$ cat src/rtl/push_pkg.sv
// ----------------------------------------------------------------------------
// push_pkg
// Shared types and constants for the push_sequencer grid walker:
//   - state_e      : controller state encoding
//   - DIR_*        : command direction codes carried by cmd_dir
//   - COORD_W      : width of the pos_x / pos_y outputs
//   - CNT_W        : width of the step / hit counters
//   - sat_inc()    : saturating increment used by both counters
// ----------------------------------------------------------------------------
package push_pkg;

    localparam int COORD_W = 3;
    localparam int CNT_W   = 4;

    localparam logic [1:0] DIR_PX = 2'd0;
    localparam logic [1:0] DIR_NX = 2'd1;
    localparam logic [1:0] DIR_PY = 2'd2;
    localparam logic [1:0] DIR_NY = 2'd3;

    typedef enum logic [2:0] {
        ST_IDLE  = 3'd0,
        ST_RUN   = 3'd1,
        ST_STALL = 3'd2,
        ST_DONE  = 3'd3,
        ST_FAIL  = 3'd4
    } state_e;

    // Counters stick at all-ones rather than wrapping back to zero.
    function automatic logic [CNT_W-1:0] sat_inc(input logic [CNT_W-1:0] v);
        logic [CNT_W-1:0] r;
        if (v == {CNT_W{1'b1}}) begin
            r = v;
        end else begin
            r = v + {{(CNT_W-1){1'b0}}, 1'b1};
        end
        return r;
    endfunction

endpackage

$ cat src/rtl/move_fifo.sv
// ----------------------------------------------------------------------------
// move_fifo
// Synchronous command FIFO, 2-bit entries, DEPTH entries (power of two).
// Ports:
//   clk, clr_n  : clock, asynchronous active-low reset
//   push, din   : write din when push and not full
//   pop         : drop head when pop and not empty
//   flush       : empty the FIFO; overrides push and pop in the same cycle
//   full, empty : occupancy flags decoded from the count register
//   head        : oldest entry (only meaningful when not empty)
// ----------------------------------------------------------------------------
module move_fifo #(
    parameter int DEPTH = 4
) (
    input  logic       clk,
    input  logic       clr_n,
    input  logic       push,
    input  logic [1:0] din,
    input  logic       pop,
    input  logic       flush,
    output logic       full,
    output logic       empty,
    output logic [1:0] head
);

    localparam int PW = (DEPTH > 1) ? $clog2(DEPTH) : 1;
    localparam int CW = $clog2(DEPTH + 1);

    logic [1:0]    mem_q [DEPTH];
    logic [1:0]    mem_d [DEPTH];
    logic [PW-1:0] wr_ptr_q, wr_ptr_d;
    logic [PW-1:0] rd_ptr_q, rd_ptr_d;
    logic [CW-1:0] count_q, count_d;
    logic          do_push_s;
    logic          do_pop_s;

    // Pointers wrap naturally because DEPTH is a power of two; count separates full from empty.
    assign full  = (count_q == CW'(DEPTH));
    assign empty = (count_q == {CW{1'b0}});
    assign head  = mem_q[rd_ptr_q];

    // Next-state for storage, pointers and occupancy.
    always_comb begin
        mem_d     = mem_q;
        wr_ptr_d  = wr_ptr_q;
        rd_ptr_d  = rd_ptr_q;
        count_d   = count_q;
        do_push_s = push && !full;
        do_pop_s  = pop && !empty;
        if (flush) begin
            wr_ptr_d = {PW{1'b0}};
            rd_ptr_d = {PW{1'b0}};
            count_d  = {CW{1'b0}};
        end else begin
            if (do_push_s) begin
                mem_d[wr_ptr_q] = din;
                wr_ptr_d        = wr_ptr_q + PW'(1);
            end else begin
                wr_ptr_d = wr_ptr_q;
            end
            if (do_pop_s) begin
                rd_ptr_d = rd_ptr_q + PW'(1);
            end else begin
                rd_ptr_d = rd_ptr_q;
            end
            case ({do_push_s, do_pop_s})
                2'b10:   count_d = count_q + CW'(1);
                2'b01:   count_d = count_q - CW'(1);
                default: count_d = count_q;
            endcase
        end
    end

    // FIFO state registers.
    always_ff @(posedge clk or negedge clr_n) begin
        if (!clr_n) begin
            for (int i = 0; i < DEPTH; i++) begin
                mem_q[i] <= 2'd0;
            end
            wr_ptr_q <= {PW{1'b0}};
            rd_ptr_q <= {PW{1'b0}};
            count_q  <= {CW{1'b0}};
        end else begin
            mem_q    <= mem_d;
            wr_ptr_q <= wr_ptr_d;
            rd_ptr_q <= rd_ptr_d;
            count_q  <= count_d;
        end
    end

endmodule

$ cat src/rtl/push_sequencer.sv
// ----------------------------------------------------------------------------
// push_sequencer
// Move scheduler / position controller for the grid walker. Buffers direction
// commands, executes at most one per cycle, rejects moves off the grid or into
// the trap cell (with a HIT_STALL-cycle penalty), and ends in DONE on reaching
// the goal or FAIL once MAX_STEPS successful moves have been made.
// Ports:
//   clk, clr_n          : clock, asynchronous active-low reset
//   go                  : start from IDLE / restart from DONE or FAIL
//   cmd_valid, cmd_dir  : command offer (0=+x 1=-x 2=+y 3=-y)
//   cmd_ready           : command accepted when valid & ready
//   pos_x, pos_y        : current position
//   hit                 : one-cycle pulse after a rejected move
//   busy, done, fail    : state flags
//   step_cnt, hit_cnt   : saturating counters
// ----------------------------------------------------------------------------
module push_sequencer
    import push_pkg::*;
#(
    parameter int GRID_W     = 2,
    parameter int GRID_H     = 3,
    parameter int TRAP_X     = 1,
    parameter int TRAP_Y     = 0,
    parameter int GOAL_X     = 1,
    parameter int GOAL_Y     = 2,
    parameter int FIFO_DEPTH = 4,
    parameter int HIT_STALL  = 2,
    parameter int MAX_STEPS  = 15
) (
    input  logic               clk,
    input  logic               clr_n,
    input  logic               go,
    input  logic               cmd_valid,
    input  logic [1:0]         cmd_dir,
    output logic               cmd_ready,
    output logic [COORD_W-1:0] pos_x,
    output logic [COORD_W-1:0] pos_y,
    output logic               hit,
    output logic               busy,
    output logic               done,
    output logic               fail,
    output logic [CNT_W-1:0]   step_cnt,
    output logic [CNT_W-1:0]   hit_cnt
);

    localparam logic signed [3:0]    GRID_W_S = 4'(GRID_W);
    localparam logic signed [3:0]    GRID_H_S = 4'(GRID_H);
    localparam logic signed [3:0]    TRAP_X_S = 4'(TRAP_X);
    localparam logic signed [3:0]    TRAP_Y_S = 4'(TRAP_Y);
    localparam logic [COORD_W-1:0]   GOAL_X_C = COORD_W'(GOAL_X);
    localparam logic [COORD_W-1:0]   GOAL_Y_C = COORD_W'(GOAL_Y);
    localparam logic [CNT_W-1:0]     MAX_C    = CNT_W'(MAX_STEPS);
    // Stall counter is loaded with HIT_STALL-1 so RUN resumes exactly HIT_STALL cycles later.
    localparam logic [CNT_W-1:0]     STALL_LD = CNT_W'(HIT_STALL - 1);

    state_e               state_q, state_d;
    logic [COORD_W-1:0]   pos_x_q, pos_x_d;
    logic [COORD_W-1:0]   pos_y_q, pos_y_d;
    logic [CNT_W-1:0]     step_q, step_d;
    logic [CNT_W-1:0]     hit_cnt_q, hit_cnt_d;
    logic [CNT_W-1:0]     stall_q, stall_d;
    logic                 hit_q, hit_d;
    logic                 busy_q, busy_d;
    logic                 done_q, done_d;
    logic                 fail_q, fail_d;

    logic                 fifo_full_s;
    logic                 fifo_empty_s;
    logic [1:0]           head_s;
    logic                 push_s;
    logic                 pop_s;
    logic                 flush_s;
    logic signed [3:0]    tx_s;
    logic signed [3:0]    ty_s;
    logic                 reject_s;

    // cmd_ready depends only on registered count and state, never on cmd_*.
    assign cmd_ready = !fifo_full_s && (state_q != ST_DONE) && (state_q != ST_FAIL);
    assign push_s    = cmd_valid && cmd_ready;

    move_fifo #(
        .DEPTH (FIFO_DEPTH)
    ) u_fifo (
        .clk   (clk),
        .clr_n (clr_n),
        .push  (push_s),
        .din   (cmd_dir),
        .pop   (pop_s),
        .flush (flush_s),
        .full  (fifo_full_s),
        .empty (fifo_empty_s),
        .head  (head_s)
    );

    // Target cell of the head command and its legality, one sign bit of headroom.
    always_comb begin
        tx_s = signed'({1'b0, pos_x_q});
        ty_s = signed'({1'b0, pos_y_q});
        case (head_s)
            DIR_PX:  tx_s = tx_s + 4'sd1;
            DIR_NX:  tx_s = tx_s - 4'sd1;
            DIR_PY:  ty_s = ty_s + 4'sd1;
            DIR_NY:  ty_s = ty_s - 4'sd1;
            default: tx_s = tx_s;
        endcase
        reject_s = (tx_s < 4'sd0) || (ty_s < 4'sd0) ||
                   (tx_s >= GRID_W_S) || (ty_s >= GRID_H_S) ||
                   ((tx_s == TRAP_X_S) && (ty_s == TRAP_Y_S));
    end

    // Controller next-state, position and counter updates.
    always_comb begin
        state_d   = state_q;
        pos_x_d   = pos_x_q;
        pos_y_d   = pos_y_q;
        step_d    = step_q;
        hit_cnt_d = hit_cnt_q;
        stall_d   = stall_q;
        hit_d     = 1'b0;
        pop_s     = 1'b0;
        case (state_q)
            ST_IDLE: begin
                if (go) begin
                    state_d = ST_RUN;
                end else begin
                    state_d = ST_IDLE;
                end
            end
            ST_RUN: begin
                if (!fifo_empty_s) begin
                    pop_s = 1'b1;
                    if (reject_s) begin
                        hit_d     = 1'b1;
                        hit_cnt_d = sat_inc(hit_cnt_q);
                        stall_d   = STALL_LD;
                        state_d   = ST_STALL;
                    end else begin
                        pos_x_d = tx_s[COORD_W-1:0];
                        pos_y_d = ty_s[COORD_W-1:0];
                        step_d  = sat_inc(step_q);
                        // Reaching the goal wins over running out of budget on the same move.
                        if ((pos_x_d == GOAL_X_C) && (pos_y_d == GOAL_Y_C)) begin
                            state_d = ST_DONE;
                        end else if (step_d >= MAX_C) begin
                            state_d = ST_FAIL;
                        end else begin
                            state_d = ST_RUN;
                        end
                    end
                end else begin
                    state_d = ST_RUN;
                end
            end
            ST_STALL: begin
                if (stall_q == {CNT_W{1'b0}}) begin
                    state_d = ST_RUN;
                end else begin
                    stall_d = stall_q - {{(CNT_W-1){1'b0}}, 1'b1};
                end
            end
            ST_DONE, ST_FAIL: begin
                if (go) begin
                    state_d   = ST_IDLE;
                    pos_x_d   = {COORD_W{1'b0}};
                    pos_y_d   = {COORD_W{1'b0}};
                    step_d    = {CNT_W{1'b0}};
                    hit_cnt_d = {CNT_W{1'b0}};
                end else begin
                    state_d = state_q;
                end
            end
            default: begin
                state_d = ST_IDLE;
            end
        endcase
        // Terminal states drop any queued commands, including a push in the entry cycle.
        if ((state_d == ST_DONE) || (state_d == ST_FAIL)) begin
            flush_s = 1'b1;
        end else begin
            flush_s = 1'b0;
        end
        busy_d = (state_d == ST_RUN) || (state_d == ST_STALL);
        done_d = (state_d == ST_DONE);
        fail_d = (state_d == ST_FAIL);
    end

    // Controller registers.
    always_ff @(posedge clk or negedge clr_n) begin
        if (!clr_n) begin
            state_q   <= ST_IDLE;
            pos_x_q   <= {COORD_W{1'b0}};
            pos_y_q   <= {COORD_W{1'b0}};
            step_q    <= {CNT_W{1'b0}};
            hit_cnt_q <= {CNT_W{1'b0}};
            stall_q   <= {CNT_W{1'b0}};
            hit_q     <= 1'b0;
            busy_q    <= 1'b0;
            done_q    <= 1'b0;
            fail_q    <= 1'b0;
        end else begin
            state_q   <= state_d;
            pos_x_q   <= pos_x_d;
            pos_y_q   <= pos_y_d;
            step_q    <= step_d;
            hit_cnt_q <= hit_cnt_d;
            stall_q   <= stall_d;
            hit_q     <= hit_d;
            busy_q    <= busy_d;
            done_q    <= done_d;
            fail_q    <= fail_d;
        end
    end

    assign pos_x    = pos_x_q;
    assign pos_y    = pos_y_q;
    assign hit      = hit_q;
    assign busy     = busy_q;
    assign done     = done_q;
    assign fail     = fail_q;
    assign step_cnt = step_q;
    assign hit_cnt  = hit_cnt_q;

endmodule
$ cat config.mk
export PLATFORM = sky130hd
export DESIGN_NAME = push_sequencer
export DESIGN_NICKNAME = d
export VERILOG_FILES = /design/src/rtl/push_pkg.sv /design/src/rtl/move_fifo.sv /design/src/rtl/push_sequencer.sv
export SDC_FILE = /design/constraint.sdc
export NUM_CORES = 1
export LEC_CHECK = 0
export CAP_MARGIN = 20
export CORE_UTILIZATION = 40
export DETAILED_ROUTE_END_ITERATION = 7
export PLACE_DENSITY = 0.6
export SKIP_CTS_REPAIR_TIMING = 1
export SLEW_MARGIN = 20
export SYNTH_ARGS = -nofsm -noshare
export SYNTH_HDL_FRONTEND = slang
export SYNTH_SLANG_ARGS = --single-unit
$ cat constraint.sdc
create_clock -name clk -period 6.6 [get_ports clk]
set_input_delay 1.32 -clock clk [delete_from_list [all_inputs] [get_ports clk]]
set_output_delay 1.32 -clock clk [all_outputs]
set_load 0.02 [all_outputs]
==> results of run 1 <==
synth_stat cells, types with 2 or more instances:
master and n:
a211oi_1 3, a21o_1 3, a21oi_1 12, a22o_1 2
a31oi_1 2, and2_1 4, and3_1 2, clkbuf_1 4
dfrtp_1 40, fa_1 3, ha_1 11, inv_1 15
mux2_2 10, mux2i_1 3, nand2_1 11, nand2b_1 5
nand3_1 5, nand3b_1 2, nand4_1 2, nor2_1 21
nor2b_1 5, nor3_1 7, nor3b_1 2, nor4bb_1 3
o2111ai_2 3, o21ai_0 8, o2bb2ai_1 2, or2_2 3
xnor2_1 6, xor2_1 4
stage by stage:
step / instances / total power [mW] / instance area (µm²) / util
6_report: 321 / 1.35 / 2730 / 0.490
5_1_grt: 321 / 1.47 / 2730 / 0.490
4_1_cts: 321 / 1.36 / 2730 / 0.490
3_5_place_dp: 313 / 1.15 / 2630 / 0.471
3_3_place_gp: 313 / 1.14 / 2630 / 0.471
2_1_floorplan: 223 / 0.977 / 2330 / -
cell families after synthesis:
group	after synthesis	share of synthesized area
AND/OR/NAND/NOR	76	0.173
AO/OA/AOI/OAI	47	0.156
flip-flops	40	0.429
buffers and inverters	21	0.0375
multiplexers	15	0.0821
adder cells (fa/ha/maj)	14	0.0848
XOR/XNOR	10	0.0376
registers in the layout, indices dropped and copies added, names as in the netlist:
signal           cells
u_fifo.mem_q         8
hit_cnt              4
stall_q              4
step_cnt             4
pos_x                3
pos_y                3
state_q              3
u_fifo.count_q       3
u_fifo.rd_ptr_q      2
u_fifo.wr_ptr_q      2
busy                 1
done                 1
fail                 1
hit                  1
cell type report:
| cell class | instances | area [µm²] | area share |
|---|---|---|---|
| clock inverter | 2 | 35.0 | 0.0128 |
| clock buffer | 6 | 72.6 | 0.0265 |
| tap | 72 | 90.1 | 0.0330 |
| multi-input combinational | 162 | 1240 | 0.455 |
| sequential | 40 | 1000 | 0.366 |
| inverter | 15 | 56.3 | 0.0206 |
| timing repair buffer | 24 | 235 | 0.0860 |
cell usage in the layout (no fill, tap or decap), types with 7 or more instances in the layout:
cell | synthesis | routed
ha_1 | 11 | 11
nor3_1 | 7 | 7
mux2_2 | 10 | 10
inv_1 | 15 | 15
nor2_1 | 21 | 21
nand2_1 | 11 | 11
o21ai_0 | 8 | 8
a21oi_1 | 12 | 12
clkdlybuf4s50_1 | 0 | 23
dfrtp_1 | 40 | 40
power breakdown:
group	internal [mW]	switching, mW
combinational	0.314	0.399
clock	0.112	0.0870
sequential	0.338	0.0953
worst paths after layout:
path                                           startpoint                          end  slack, ps  depth (start not counted)
max reg2reg                u_fifo.rd_ptr_q[0]$_DFFE_PN0P_  u_fifo.mem_q[6]$_DFFE_PN0P_       2690                          9
min in group asynchronous                           clr_n  u_fifo.mem_q[4]$_DFFE_PN0P_       1140                          1
min reg2reg                   u_fifo.mem_q[2]$_DFFE_PN0P_  u_fifo.mem_q[2]$_DFFE_PN0P_        510                          1
max                        u_fifo.rd_ptr_q[0]$_DFFE_PN0P_  u_fifo.mem_q[6]$_DFFE_PN0P_       2690                          9
min                           u_fifo.mem_q[2]$_DFFE_PN0P_  u_fifo.mem_q[2]$_DFFE_PN0P_        510                          1
max in group asynchronous                           clr_n       stall_q[2]$_DFFE_PN0P_       4900                          1
layer usage:
layer | up-vias | part of all wire
met4 | 0 | 0.015
met1 | 803 | 0.51
met2 | 20 | 0.45
met5 | - | 0
li1 | 845 | -
met3 | 6 | 0.026
==> impl_metrics.py, run 1 <==
metrics = {
    "status": {
        "status": "complete, no violations",
    },
    "global_routing": {
        "overflow": 0,
        "grt_pass1_vias": 1665,
        "grt.met1_usage": 0.228,
        "met3_usage": 0.0349,
        "grt_max_degree": 41,
        "grt_pass1_wl_um": 7850,
        "top_usage_layer": "met2",
        "use_met2": 0.262,
        "antenna_found_initial": 0,
        "grt_usage": 0.168,
    },
    "clock_tree": {
        "cts_tree": "built",
        "cts-root-buf": "clkbuf_8",
        "clockBufferDepth": 2,
        "path_clk_slew_ps": 80,
        "insertion_delay_ps": 300,
        "htree_levels": 2,
        "cts_buffers": 5,
        "clock-sinks": 40,
    },
    "final_layout": {
        "n_fill_cell": 512,
        "diodes": 0,
        "area_growth_syn_to_layout_pct": 17.2,
        "layout-drive-gt1-share": 0.120,
        "finalNetCount": 268,
    },
    "power": {
        "p_per_area_mw_per_mm2": 493,
        "cellLeakagePower_nw": 1.19,
        "vdd.ir_drop.worst_mv": 0.202,
    },
    "yosys": {
        "async_flop_share": 1.00,
        "syn-num-nets": 243,
        "yosys_warnings": 0,
        "synth_area_leaders": "dfrtp_1 (43%), ha_1 (5.9%), mux2_2 (4.8%)",
        "yosysSeqAreaShare": 0.429,
        "synth_ff_type": "dfrtp_1",
        "syn_inst": 223,
        "synth_edf_count": 0,
        "synth.avg_cell_area_um2": 10.5,
        "synth_cell_types": 50,
        "syn_area_mm2": 0.00233,
        "synth-seq-cells": 40,
        "synth_top_cell_by_area": "dfrtp_1",
        "synth_top_area_frac": 0.429,
    },
    "floorplanning": {
        "pin_count": 25,
        "dieHeight_um": 78.4,
        "fp.dieArea_mm2": 0.00614,
        "row_count": 27,
        "initial_core_util": 0.418,
        "die_x_um": 78.4,
        "coreArea_mm2": 0.00557,
    },
    "setup_path": {
        "crit_arrival_ps": 4090,
        "path_class": "reg2reg",
        "crit_fanout": 11,
        "slowest_delay_ps": 860,
        "crit_path_end_kind": "register",
        "worst_path_max_delay_cell": "a31oi_1",
        "cp_data_required_time_ps": 6790,
        "worstPathCellList": "mux4_1, and2_1, fa_1, and3_1, nand4_1, o311ai_0, a31oi_1, o2111ai_1, mux2_2",
        "cp-start-kind": "register",
        "worstPathBufferInverterCount": 0,
        "critical_path.top_delay_family": "compound AO/OA/AOI/OAI gates",
    },
    "sta": {
        "max_freq_mhz": 256,
        "hold-worst-slack_ps": 508,
        "slew_headroom": 0.261,
        "period_needed_ps": 3910,
        "fin_crit_sh": 0.592,
        "hold_violations": 0,
        "clock_skew_ps": 10.4,
        "max_slew.worst_pin.slew_ps": 1100,
        "setup_viol": 0,
        "finalSetupTns_ps": 0,
        "final_critical_path_setup_slack_ps": 2690,
        "drv_slew": 0,
        "grt_setup_unrepaired": "false",
    },
    "route": {
        "drt_iter0_drc": 54,
        "wl_per_cell_um": 14.0,
        "drtPass1Iterations": 4,
        "vias_per_cell": 5.21,
        "vias": 1674,
        "finalWirelength_um": 4490,
        "drcViolationCount": 0,
        "final_antenna_net_count": 0,
    },
    "placed_design": {
        "place_ws_ps": 2760,
        "hpwl_um": 3260,
        "routabilityCongestion": 0.801,
        "io_buffer_count": 24,
    },
    "job": {
        "drv_cap": 0,
    },
    "min_path": {
        "hold_path_class": "reg2reg",
    },
}
Note: power is estimated with default switching activity, not from simulation.
==> run 2: changes to the inputs <==
PLACE_DENSITY = 0.62   (was 0.6)
clock period = 3.2 ns   (was 6.6 ns; I/O delays follow)
==> run 2 against run 1 <==
Effect of this change:
- the run now ends with setup timing left
- die area stayed put
- sequential share of layout area fell by 3.6 points
- power is 140% higher
- combinational power increased to 2.8 times the previous value
- critical path type unchanged
- largest power group unchanged
==> impl_metrics.py, run 2 (synthesized netlist as in run 1, its figures left out) <==
metrics = {
    "global_routing": {
        "overflow": 0,
        "grt_max_degree": 41,
        "grt_pass1_wl_um": 8250,
        "grt_usage": 0.174,
        "antenna_found_initial": 0,
        "grt_pass1_vias": 1753,
    },
    "final_layout": {
        "seq_area_mm2": 0.00100,
        "area_growth_syn_to_layout_pct": 30.0,
        "finalInstanceArea_mm2": 0.00303,
        "diodes": 0,
        "layout-drive-gt1-share": 0.228,
        "utilization": 0.544,
        "finalNetCount": 287,
        "n_fill_cell": 493,
        "multi_input_area_mm2": 0.00138,
        "final_cell_mix": "dfrtp_1 (40), clkdlybuf4s50_1 (23), nor2_1 (21)",
        "layout_commonest_cell": "dfrtp_1",
        "instances_no_fill": 340,
        "largest_reg_flops": 8,
        "top_register": "u_fifo.mem_q",
    },
    "route": {
        "drtPass1Iterations": 4,
        "finalWirelength_um": 4830,
        "vias_per_cell": 5.34,
        "drcViolationCount": 0,
        "vias": 1814,
        "wl_per_cell_um": 14.2,
        "drt_iter0_drc": 105,
        "final_antenna_net_count": 0,
    },
    "floorplanning": {
        "fp.dieArea_mm2": 0.00614,
        "row_count": 27,
        "dieHeight_um": 78.4,
        "die_x_um": 78.4,
        "coreArea_mm2": 0.00557,
        "pin_count": 25,
        "initial_core_util": 0.418,
    },
    "setup_path": {
        "worst_path_max_delay_cell": "mux4_2",
        "path_class": "reg2reg",
        "slowest_delay_ps": 530,
        "cp_data_required_time_ps": 3380,
        "path_common_cell": "a21oi_1",
        "crit_fanout": 6,
        "cp-start-kind": "register",
        "crit_path_end_kind": "register",
        "crit_arrival_ps": 3540,
        "worstPathCellList": "mux4_2, buf_4, and2_4, fa_1, a21oi_1, a21oi_1, nand4b_1, o2bb2ai_2, buf_6, o21a_4, o2111ai_4, mux2_4",
    },
    "min_path": {
        "hold_path_class": "in2async",
    },
    "clock_tree": {
        "clock-sinks": 40,
        "cts_tree": "built",
        "insertion_delay_ps": 290,
        "htree_levels": 2,
        "cts-root-buf": "clkbuf_8",
        "path_clk_slew_ps": 80,
        "clockBufferDepth": 2,
        "cts_buffers": 5,
    },
    "power": {
        "p_per_area_mw_per_mm2": 1080,
        "cellLeakagePower_nw": 1.32,
        "vdd.ir_drop.worst_mv": 0.444,
        "finalPower_mw": 3.26,
    },
    "sta": {
        "fin_crit_sh": 1.05,
        "grt_setup_unrepaired": "true",
        "drv_slew": 0,
        "hold-worst-slack_ps": 474,
        "period_needed_ps": 3360,
        "clock_skew_ps": 8.55,
        "max_freq_mhz": 298,
        "final_critical_path_setup_slack_ps": -158,
        "hold_violations": 0,
        "setup_viol": 17,
        "max_slew.worst_pin.slew_ps": 899,
        "slew_headroom": 0.401,
    },
    "placed_design": {
        "routabilityCongestion": 0.870,
        "place_inst": 328,
        "hpwl_um": 3460,
        "io_buffer_count": 24,
        "dpl_cell_area_mm2": 0.00275,
    },
    "job": {
        "drv_cap": 0,
    },
    "status": {
        "violations": "setup timing",
        "status": "finished with violations",
    },
}
==> run 2: worst paths after layout <==
kind	startpoint	slack, ps	cells after the start	endpoint
setup / recovery	u_fifo.rd_ptr_q[0]$_DFFE_PN0P_	-160	12	u_fifo.mem_q[2]$_DFFE_PN0P_
hold / removal	clr_n	470	1	pos_x[1]$_DFFE_PN0P_
setup reg to reg	u_fifo.rd_ptr_q[0]$_DFFE_PN0P_	-160	12	u_fifo.mem_q[2]$_DFFE_PN0P_
hold reg to reg	u_fifo.mem_q[1]$_DFFE_PN0P_	510	1	u_fifo.mem_q[1]$_DFFE_PN0P_
max in group asynchronous	clr_n	2170	1	hit_cnt[1]$_DFFE_PN0P_
min in group clk	u_fifo.mem_q[1]$_DFFE_PN0P_	510	1	u_fifo.mem_q[1]$_DFFE_PN0P_
==> run 2: metrics by stage <==
step | TNS (ps) | setup WS [ps]
floorplan | -372 | -62.0
global placement | -501 | -55.0
detailed placement | -1190 | -120
CTS | -1550 | -140
global route | -5710 | -272
finish | -2100 | -158
==> run 2: layout make-up <==
class                           count  area share
Multi-Input combinational cell    162       0.456
Sequential cell                    40       0.330
Timing Repair Buffer               43       0.130
Tap cell                           72      0.0297
Clock buffer                        6      0.0239
Inverter                           15      0.0186
Clock inverter                      2      0.0116
==> run 2: routing by layer <==
layer,GRT usage,up-vias,routed length [µm],share of wire
li1,-,886,-,-
met1,0.234,883,2210,0.46
met2,0.282,41,2380,0.49
met3,0.0349,4,190,0.039
met4,0.0500,0,45,0.0093
met5,0,-,0,0
==> run 2: where the power goes <==
part           switching (mW)  internal, mW
combinational            1.02         0.945
sequential              0.189         0.698
clock                   0.174         0.232
total                    1.38          1.88
==> run 2: critical path, delay by kind of cell (launching register included) <==
kind | cells | cell delay (ps)
AO/OA/AOI/OAI | 5 | 830
adder cells (fa/ha/maj) | 1 | 490
buffers and inverters | 2 | 310
flip-flops | 1 | 410
multiplexers | 2 | 860
AND/OR/NAND/NOR | 2 | 360
